<file path="src/rtl/main_decoder.sv">
// LEGv8 main control decoder: maps Op = instr[31:21] to datapath strobes, ALU-op class and exception cause.
// Define MAINDEC_OUTREG_EN to register every output on posedge clk (1-cycle latency); otherwise purely combinational.
module main_decoder (
  input  logic        clk,
  input  logic        reset,
  input  logic [10:0] Op,
  output logic        Reg2Loc,
  output logic [1:0]  ALUSrc,
  output logic        MemtoReg,
  output logic        RegWrite,
  output logic        MemRead,
  output logic        MemWrite,
  output logic        Branch,
  output logic [1:0]  ALUOp,
  output logic        ERet,
  output logic [3:0]  EStatus
);

  localparam logic [10:0] OP_LDUR = 11'b11111000010;
  localparam logic [10:0] OP_STUR = 11'b11111000000;
  localparam logic [7:0]  OP_CBZ  = 8'b10110100;
  localparam logic [10:0] OP_ADD  = 11'b10001011000;
  localparam logic [10:0] OP_SUB  = 11'b11001011000;
  localparam logic [10:0] OP_AND  = 11'b10001010000;
  localparam logic [10:0] OP_ORR  = 11'b10101010000;
  localparam logic [10:0] OP_ERET = 11'b11010110100;
  localparam logic [10:0] OP_MRS  = 11'b11010101001;

  typedef struct packed {
    logic       reg2loc;
    logic [1:0] alusrc;
    logic       memtoreg;
    logic       regwrite;
    logic       memread;
    logic       memwrite;
    logic       branch;
    logic       eret;
    logic [1:0] aluop;
    logic [3:0] estatus;
  } ctrl_t;

  ctrl_t ctrl_d;
  ctrl_t ctrl_out;

  // Start from the invalid-opcode encoding so any unmatched or unknown Op
  // raises EStatus 0010 with every side-effecting strobe held low.
  always_comb begin
    ctrl_d         = '0;
    ctrl_d.estatus = 4'b0010;
    case (Op)
      OP_LDUR: begin
        ctrl_d.alusrc   = 2'b01;
        ctrl_d.memtoreg = 1'b1;
        ctrl_d.regwrite = 1'b1;
        ctrl_d.memread  = 1'b1;
        ctrl_d.aluop    = 2'b00;
        ctrl_d.estatus  = 4'b0000;
      end
      OP_STUR: begin
        ctrl_d.reg2loc  = 1'b1;
        ctrl_d.alusrc   = 2'b01;
        ctrl_d.memwrite = 1'b1;
        ctrl_d.aluop    = 2'b00;
        ctrl_d.estatus  = 4'b0000;
      end
      OP_ADD, OP_SUB, OP_AND, OP_ORR: begin
        ctrl_d.regwrite = 1'b1;
        ctrl_d.aluop    = 2'b10;
        ctrl_d.estatus  = 4'b0000;
      end
      OP_ERET: begin
        ctrl_d.branch  = 1'b1;
        ctrl_d.eret    = 1'b1;
        ctrl_d.aluop   = 2'b01;
        ctrl_d.estatus = 4'b0000;
      end
      OP_MRS: begin
        ctrl_d.reg2loc  = 1'b1;
        ctrl_d.alusrc   = 2'b10;
        ctrl_d.regwrite = 1'b1;
        ctrl_d.aluop    = 2'b01;
        ctrl_d.estatus  = 4'b0000;
      end
      default: begin
        // CBZ ignores the low three opcode bits; an unknown prefix falls to invalid.
        if (Op[10:3] == OP_CBZ) begin
          ctrl_d.reg2loc = 1'b1;
          ctrl_d.branch  = 1'b1;
          ctrl_d.aluop   = 2'b01;
          ctrl_d.estatus = 4'b0000;
        end
      end
    endcase
  end

`ifdef MAINDEC_OUTREG_EN
  ctrl_t ctrl_q;

  always_ff @(posedge clk or posedge reset) begin
    if (reset) begin
      ctrl_q <= '0;
    end else begin
      ctrl_q <= ctrl_d;
    end
  end

  assign ctrl_out = ctrl_q;
`else
  logic unused_clk;
  assign unused_clk = clk;
  assign ctrl_out   = reset ? '0 : ctrl_d;
`endif

  assign Reg2Loc  = ctrl_out.reg2loc;
  assign ALUSrc   = ctrl_out.alusrc;
  assign MemtoReg = ctrl_out.memtoreg;
  assign RegWrite = ctrl_out.regwrite;
  assign MemRead  = ctrl_out.memread;
  assign MemWrite = ctrl_out.memwrite;
  assign Branch   = ctrl_out.branch;
  assign ERet     = ctrl_out.eret;
  assign ALUOp    = ctrl_out.aluop;
  assign EStatus  = ctrl_out.estatus;

endmodule

</file>
<file path="config.mk">
export PLATFORM = sky130hd
export DESIGN_NAME = main_decoder
export DESIGN_NICKNAME = d
export VERILOG_FILES = /design/src/rtl/main_decoder.sv
export SDC_FILE = /design/constraint.sdc
export NUM_CORES = 1
export LEC_CHECK = 0
export CORE_AREA = 5 5 42 44
export DETAILED_ROUTE_END_ITERATION = 7
export DIE_AREA = 0 0 47 49
export GPL_TIMING_DRIVEN = 0
export PLACE_DENSITY_LB_ADDON = 0.25
export SETUP_SLACK_MARGIN = 0.1
export SLEW_MARGIN = 0
export SYNTH_ARGS = -nofsm -noshare
export SYNTH_HDL_FRONTEND = slang
export SYNTH_SLANG_ARGS = --single-unit
</file>
<file path="constraint.sdc">
create_clock -name vclk -period 1.9
set_input_delay 0.19 -clock vclk [all_inputs]
set_output_delay 0.19 -clock vclk [all_outputs]
set_load 0.005 [all_outputs]
</file>
Word level (Yosys, flattened, before mapping)
Index checks and enable logic that the tools add are counted.
W data, S select, Z words.
{"block": "word_totals", "mem_bits_ro": 0, "latch_bits": 0, "ramBits": 0, "memories": 0, "inputBits": 13, "register_bits": 0}
{"block": "classes", "eq_ne": 9, "n_bitwise": 0, "n_shift": 0, "reduce_logical": 7, "multipliers": 0, "n_mux": 11, "div": 0, "magnitude_cmp": 0, "addsub": 0}
{"op": "$eq A11 B11 Y1 const B", "count": 8}
{"op": "$pmux W6 S3", "count": 1}
{"op": "$mux W15", "count": 1}
{"op": "$reduce_or A6 Y1", "count": 2}
{"op": "$eq A8 B8 Y1 const B", "count": 1}
{"op": "$reduce_or A7 Y1", "count": 1}
{"op": "$reduce_or A2 Y1", "count": 3}
{"op": "$mux W1", "count": 5}
{"op": "$mux W5", "count": 1}
{"op": "$pmux W1 S2", "count": 2}
{"op": "$pmux W2 S2", "count": 1}
{"op": "$reduce_or A4 Y1", "count": 1}

Depth between registers and ports, before layout
Gate-level depths: netlist of the first run.
{"block": "logic_depth", "depth_word": 4, "ltp_mapped": 4, "ltp_nobuf": 4}

Worst setup path after synthesis of the first run
OpenSTA, ideal clock, no wires.
{"block": "synth_path", "path_type": "input to output", "from": "in Op[2]", "to": "out RegWrite", "stages": 4, "setup_slack_ns": 0.637, "arrival_ns": 1.073, "required_time_ns": 1.710, "path_cell_list": "nor4b_4 > nand4bb_2 > or2_1 > a31oi_1"}
{"block": "synth_between", "elab_chain_cells": 4}
{"item": "start, declared", "line": "6", "rtl": "input logic [10:0] Op,"}
{"item": "$eq A11 B11 Y1", "line": "50", "rtl": "case (Op)"}
{"item": "$reduce_or A6 Y1 (no line) *"}
{"item": "$mux W1 *", "line": "50"}
{"item": "$mux W15 *", "line": "111", "rtl": "assign ctrl_out = reset ? '0 : ctrl_d;"}
{"item": "end, declared", "line": "10", "rtl": "output logic RegWrite,"}
Every way passes the cells marked *; elsewhere a longest branch is shown, timed or not.

Worst setup path in the final report of the first run
{"block": "layout_path", "from": "in Op[10]", "to": "out MemtoReg"}
{"block": "layout_between", "elab_chain_cells": 3}
{"item": "$eq A11 B11 Y1", "line": "50"}
{"item": "$mux W1", "line": "50"}
{"item": "$mux W15", "line": "111"}
{"item": "end, declared", "line": "9", "rtl": "output logic MemtoReg,"}
No other way between the ends.

==> qor.yml, run 1 <==
max-vdd-ir-drop_v: 0.00005932
hpwl_um: 845.4
final_util_pct: 48.57
fin_cells: 97
p_sw_w: 0.00003882
finalMaxSlewViolations: 0
power_density_nw_per_um2: 115.2
syn-cell-area_um2: 315.3
power_frac_clock_pct: 0
grt_overflow_total: 0
areaGrowthSynthToFinish_pct: 115.9
seq_cells: 0
slowest_stage: "clkdlybuf4s15_1"
core_um2: 1401
hold_ws_ps: 840.6
wire_per_inst_um: 12.11
synth.avg_cell_area_um2: 7.007
num_rows: 14
cp_cell_sequence: "clkdlybuf4s15_1, nand4b_1, nand4bb_4, buf_6, nor3_4, buf_4, dlygate4sd2_1"
antenna_cells: 0
drt_pre_antenna_iters: 6
vias_per_cell: 4.938
maxCapViolCount: 0
hold_class: "primary input to output port"
wirelength_um: 1175
dp.cells: 87
fin_crit_ps: 1711
synth_cell_types: 26
max_stage_delay_ps: 270
hold_viol_final: 0
critPathMaxFanout: 4
final_common_cell: "buf_4"
final_cell_mix: "13 x buf_4, 9 x dlygate4sd2_1, 6 x nor2_1"
combPwrFrac_pct: 100.0
nFillCells: 148
drive_gt1_share_pct: 43.21
grt_pass1_wl_um: 1918
boundaryPins: 28
rsz0062_at_grt: "no"
chipWidth_um: 47
cts_hold_buf: 0
dieArea_um2: 2303
setup_viol_count_final: 0
synthCells: 45
place_congestion: 0.7633
track_usage_pct: 10.32
route.vias.total: 479
seqCellArea_um2: 0
end_kind: "output port"
intPower_w: 0.00003957
crit_arrival_ps: 1520
final_cell_area_um2: 680.7
grt_antenna_before_repair: 0
worst_setup_path_start_kind: "primary input"
drt_iter0_drc: 5
ys_seq_area_share_pct: 0
drcViolationCount: 0
num-clock-buffers: 0
die_y_um: 49
layout.nets: 96
worst-setup-path-type: "primary input to output port"
critical_path_required_ps: 1710
initial_core_util_pct: 22.50
fmax_ghz: 0.5846
io_buffer_count: 24
power_frac_seq_pct: 0
status: "complete, no violations"
grt_max_degree: 11
sw_frac_of_total_pct: 49.52
leakage_nw: 0.3549
grt_pass1_vias: 435
ant_nets: 0
yosysWarnings: 0
period_share_pct: 90.03
placed_cell_area_um2: 583.1
[power groups by stage]
stage | logic, W | registers, W | clock network, W
after floorplan | 0.0000274 | 0 | 0
after global placement | 0.0000683 | 0 | 0
after detailed placement | 0.0000694 | 0 | 0
after CTS | 0.0000756 | 0 | 0
after global routing | 0.0000853 | 0 | 0
final | 0.0000784 | 0 | 0
[what timing repair did]
| item | in CTS | in global routing |
|---|---|---|
| gates resized for setup | 43 | 19 |
| buffers inserted | 7 | 3 |
| pin swaps | 8 | 7 |
| endpoints found under the setup margin | 12 | 6 |
[worst paths after layout]
kind                    from        to  slack [ps]  depth (start not counted)
worst max-delay path  Op[10]  MemtoReg         190                          7
worst min-delay path   Op[1]  MemWrite         840                          3
[layout make-up]
class,instances,area (um^2),area share (%)
well taps,16,20.02,2.941
inverters,1,3.754,0.5515
repair buffers,34,266.5,39.15
multi-input cells,41,347.8,51.10
plain buffers,5,42.54,6.250
[per-stage QoR]
step / power (W) / setup TNS (ps) / setup slack [ps]
4_1_cts: 0.00007559 / 0 / 45.63
3_3_place_gp: 0.00006833 / -3972 / -479.1
2_1_floorplan: 0.00002737 / 0 / 637.3
5_1_grt: 0.00008530 / 0 / 111.6
3_5_place_dp: 0.00006944 / -4263 / -505.9
6_report: 0.00007840 / 0 / 189.4
[cells in the mapped netlist, drive strengths merged (2+ instances only)]
cell | number | area share, %
a21oi | 3 | 4.8
a31oi | 2 | 4.0
buf | 4 | 9.5
nand2 | 2 | 2.4
nand2b | 5 | 9.9
nor2 | 6 | 7.1
nor3 | 2 | 3.2
nor4 | 2 | 6.0
nor4b | 2 | 10
o21ai | 3 | 4.8
[logic make-up after synthesis]
logic type / count (synthesis) / synth area share, %
buffers and inverters: 6 / 14.68
AND/OR/NAND/NOR: 28 / 65.08
other: 1 / 1.189
AO/OA/AOI/OAI: 10 / 19.05
[critical path: cells and delay by family]
family | cells | cell delay [ps]
and+or+nand+nor | 3 | 580
buffers and inverters | 4 | 750
[metal layers]
layer / share of wire [%] / vias to the layer above / GRT usage [%]
met4: 0 / 0 / 0
met2: 52 / 21 / 19.00
li1: - / 240 / -
met3: 13 / 0 / 0.7380
met5: 0 / - / 0
met1: 35 / 218 / 13.26
No activity file was read; power rests on OpenSTA's default activity.
==> run 2, diff against run 1 <==
--- a/config.mk
+++ b/config.mk
@@ -8,9 +8,10 @@
 export CORE_AREA = 5 5 42 44
 export DETAILED_ROUTE_END_ITERATION = 7
 export DIE_AREA = 0 0 47 49
+export DONT_BUFFER_PORTS = 1
 export GPL_TIMING_DRIVEN = 0
 export PLACE_DENSITY_LB_ADDON = 0.25
-export SETUP_SLACK_MARGIN = 0.1
+export SETUP_SLACK_MARGIN = 0.15
 export SLEW_MARGIN = 0
 export SYNTH_ARGS = -nofsm -noshare
 export SYNTH_HDL_FRONTEND = slang
==> run 2 against run 1 <==
Effect of this change:
- design area shrank 50%
- first-iteration DRC count is 60% lower
- critical path depth down 3
- routed wire length shrank 23%
- critical endpoint unchanged
==> qor.yml, run 2 (synthesized netlist as in run 1, its figures left out) <==
fmax_ghz: 0.7367
critPathBufInv: 1
final_common_cell: "nor2_1"
io_buffer_count: 0
final_cell_mix: "6 x nor2_1, 5 x nand2b_1, 4 x buf_4"
end_kind: "output port"
dieArea_um2: 2303
hold_class: "primary input to output port"
die_y_um: 49
hpwl_um: 806.4
vias_per_cell: 5.143
ant_nets: 0
num-clock-buffers: 0
grt_overflow_total: 0
hold_depth: 1
wirelength_um: 899
post_cts_buffers: 0
leakage_nw: 0.1262
core_um2: 1401
slowest_stage: "nor4b_4"
finalMaxSlewViolations: 0
fin_crit_ps: 1357
setup_viol_count_final: 0
path_depth: 4
crit_arrival_ps: 1170
max_stage_delay_ps: 320
chipWidth_um: 47
track_usage_pct: 7.368
grt_max_degree: 11
grt_antenna_before_repair: 0
initial_core_util_pct: 22.50
worst-setup-path-type: "primary input to output port"
seq_cells: 0
hold_viol_final: 0
worst_setup_path_start_kind: "primary input"
grt_pass1_wl_um: 1359
layout.nets: 62
seqCellArea_um2: 0
critPathMaxFanout: 5
cp_cell_sequence: "nor4b_4, nand4bb_2, nor3_1, buf_4"
grt_pass1_vias: 302
max-vdd-ir-drop_v: 0.00002954
status: "complete, no violations"
route.vias.total: 324
rsz0062_at_grt: "no"
place_congestion: 0.6639
worstHoldStart: "Op[1]"
crit_family: "simple AND/OR/NAND/NOR gates"
drt_pre_antenna_iters: 2
cts_hold_buf: 0
period_share_pct: 71.44
power_density_nw_per_um2: 86.92
dp.cells: 63
critical_path_required_ps: 1710
num_rows: 14
drcViolationCount: 0
cts-resized-gates: 0
fin_cells: 63
maxCapViolCount: 0
boundaryPins: 28
wire_per_inst_um: 14.27
tns_ps: 0
drive_gt1_share_pct: 19.15
antenna_cells: 0
drt_iter0_drc: 2
areaGrowthSynthToFinish_pct: 8.730
min_to: "MemWrite"
==> run 2: per-stage QoR <==
step	util, %	total power, W	hold WS, ps	cell area (um^2)	setup slack [ps]
6_report	24.46	0.00002980	418.5	342.8	542.6
5_1_grt	24.46	0.00003335	420.6	342.8	440.8
4_1_cts	24.46	0.00002987	419.7	342.8	522.5
3_5_place_dp	24.46	0.00002982	419.7	342.8	521.8
3_3_place_gp	24.46	0.00002969	419.6	342.8	501.6
2_1_floorplan	-	0.00002737	414.2	322.8	637.3
==> run 2: worst max-delay path by stage <==
stage / from / end / slack (ps)
after global placement: Op[2] / MemtoReg / 500
after detailed placement: Op[2] / MemtoReg / 520
after CTS: Op[2] / MemtoReg / 520
final: Op[2] / MemtoReg / 540
after global routing: Op[2] / MemtoReg / 440
after floorplan: Op[2] / RegWrite / 640
==> run 2: where the power goes <==
| part | internal [W] | switching [W] |
|---|---|---|
| logic | 0.0000175 | 0.0000123 |
| registers | 0 | 0 |
| clock network | 0 | 0 |
| total | 0.0000175 | 0.0000123 |
==> run 2: layout make-up <==
class                           count  area [um^2]
Buffer                              5        42.54
Tap cell                           16        20.02
Fill cell                         161         1059
Multi-Input combinational cell     41        276.5
Inverter                            1        3.754
==> run 2: layer usage <==
layer  vias up  global-route usage, %  routed length (um)
li1        170                      -                   -
met1       133                  10.22                 353
met2        21                  11.31                 375
met3         0                  2.952                 170
met4         0                      0                   0
met5         -                      0                   0
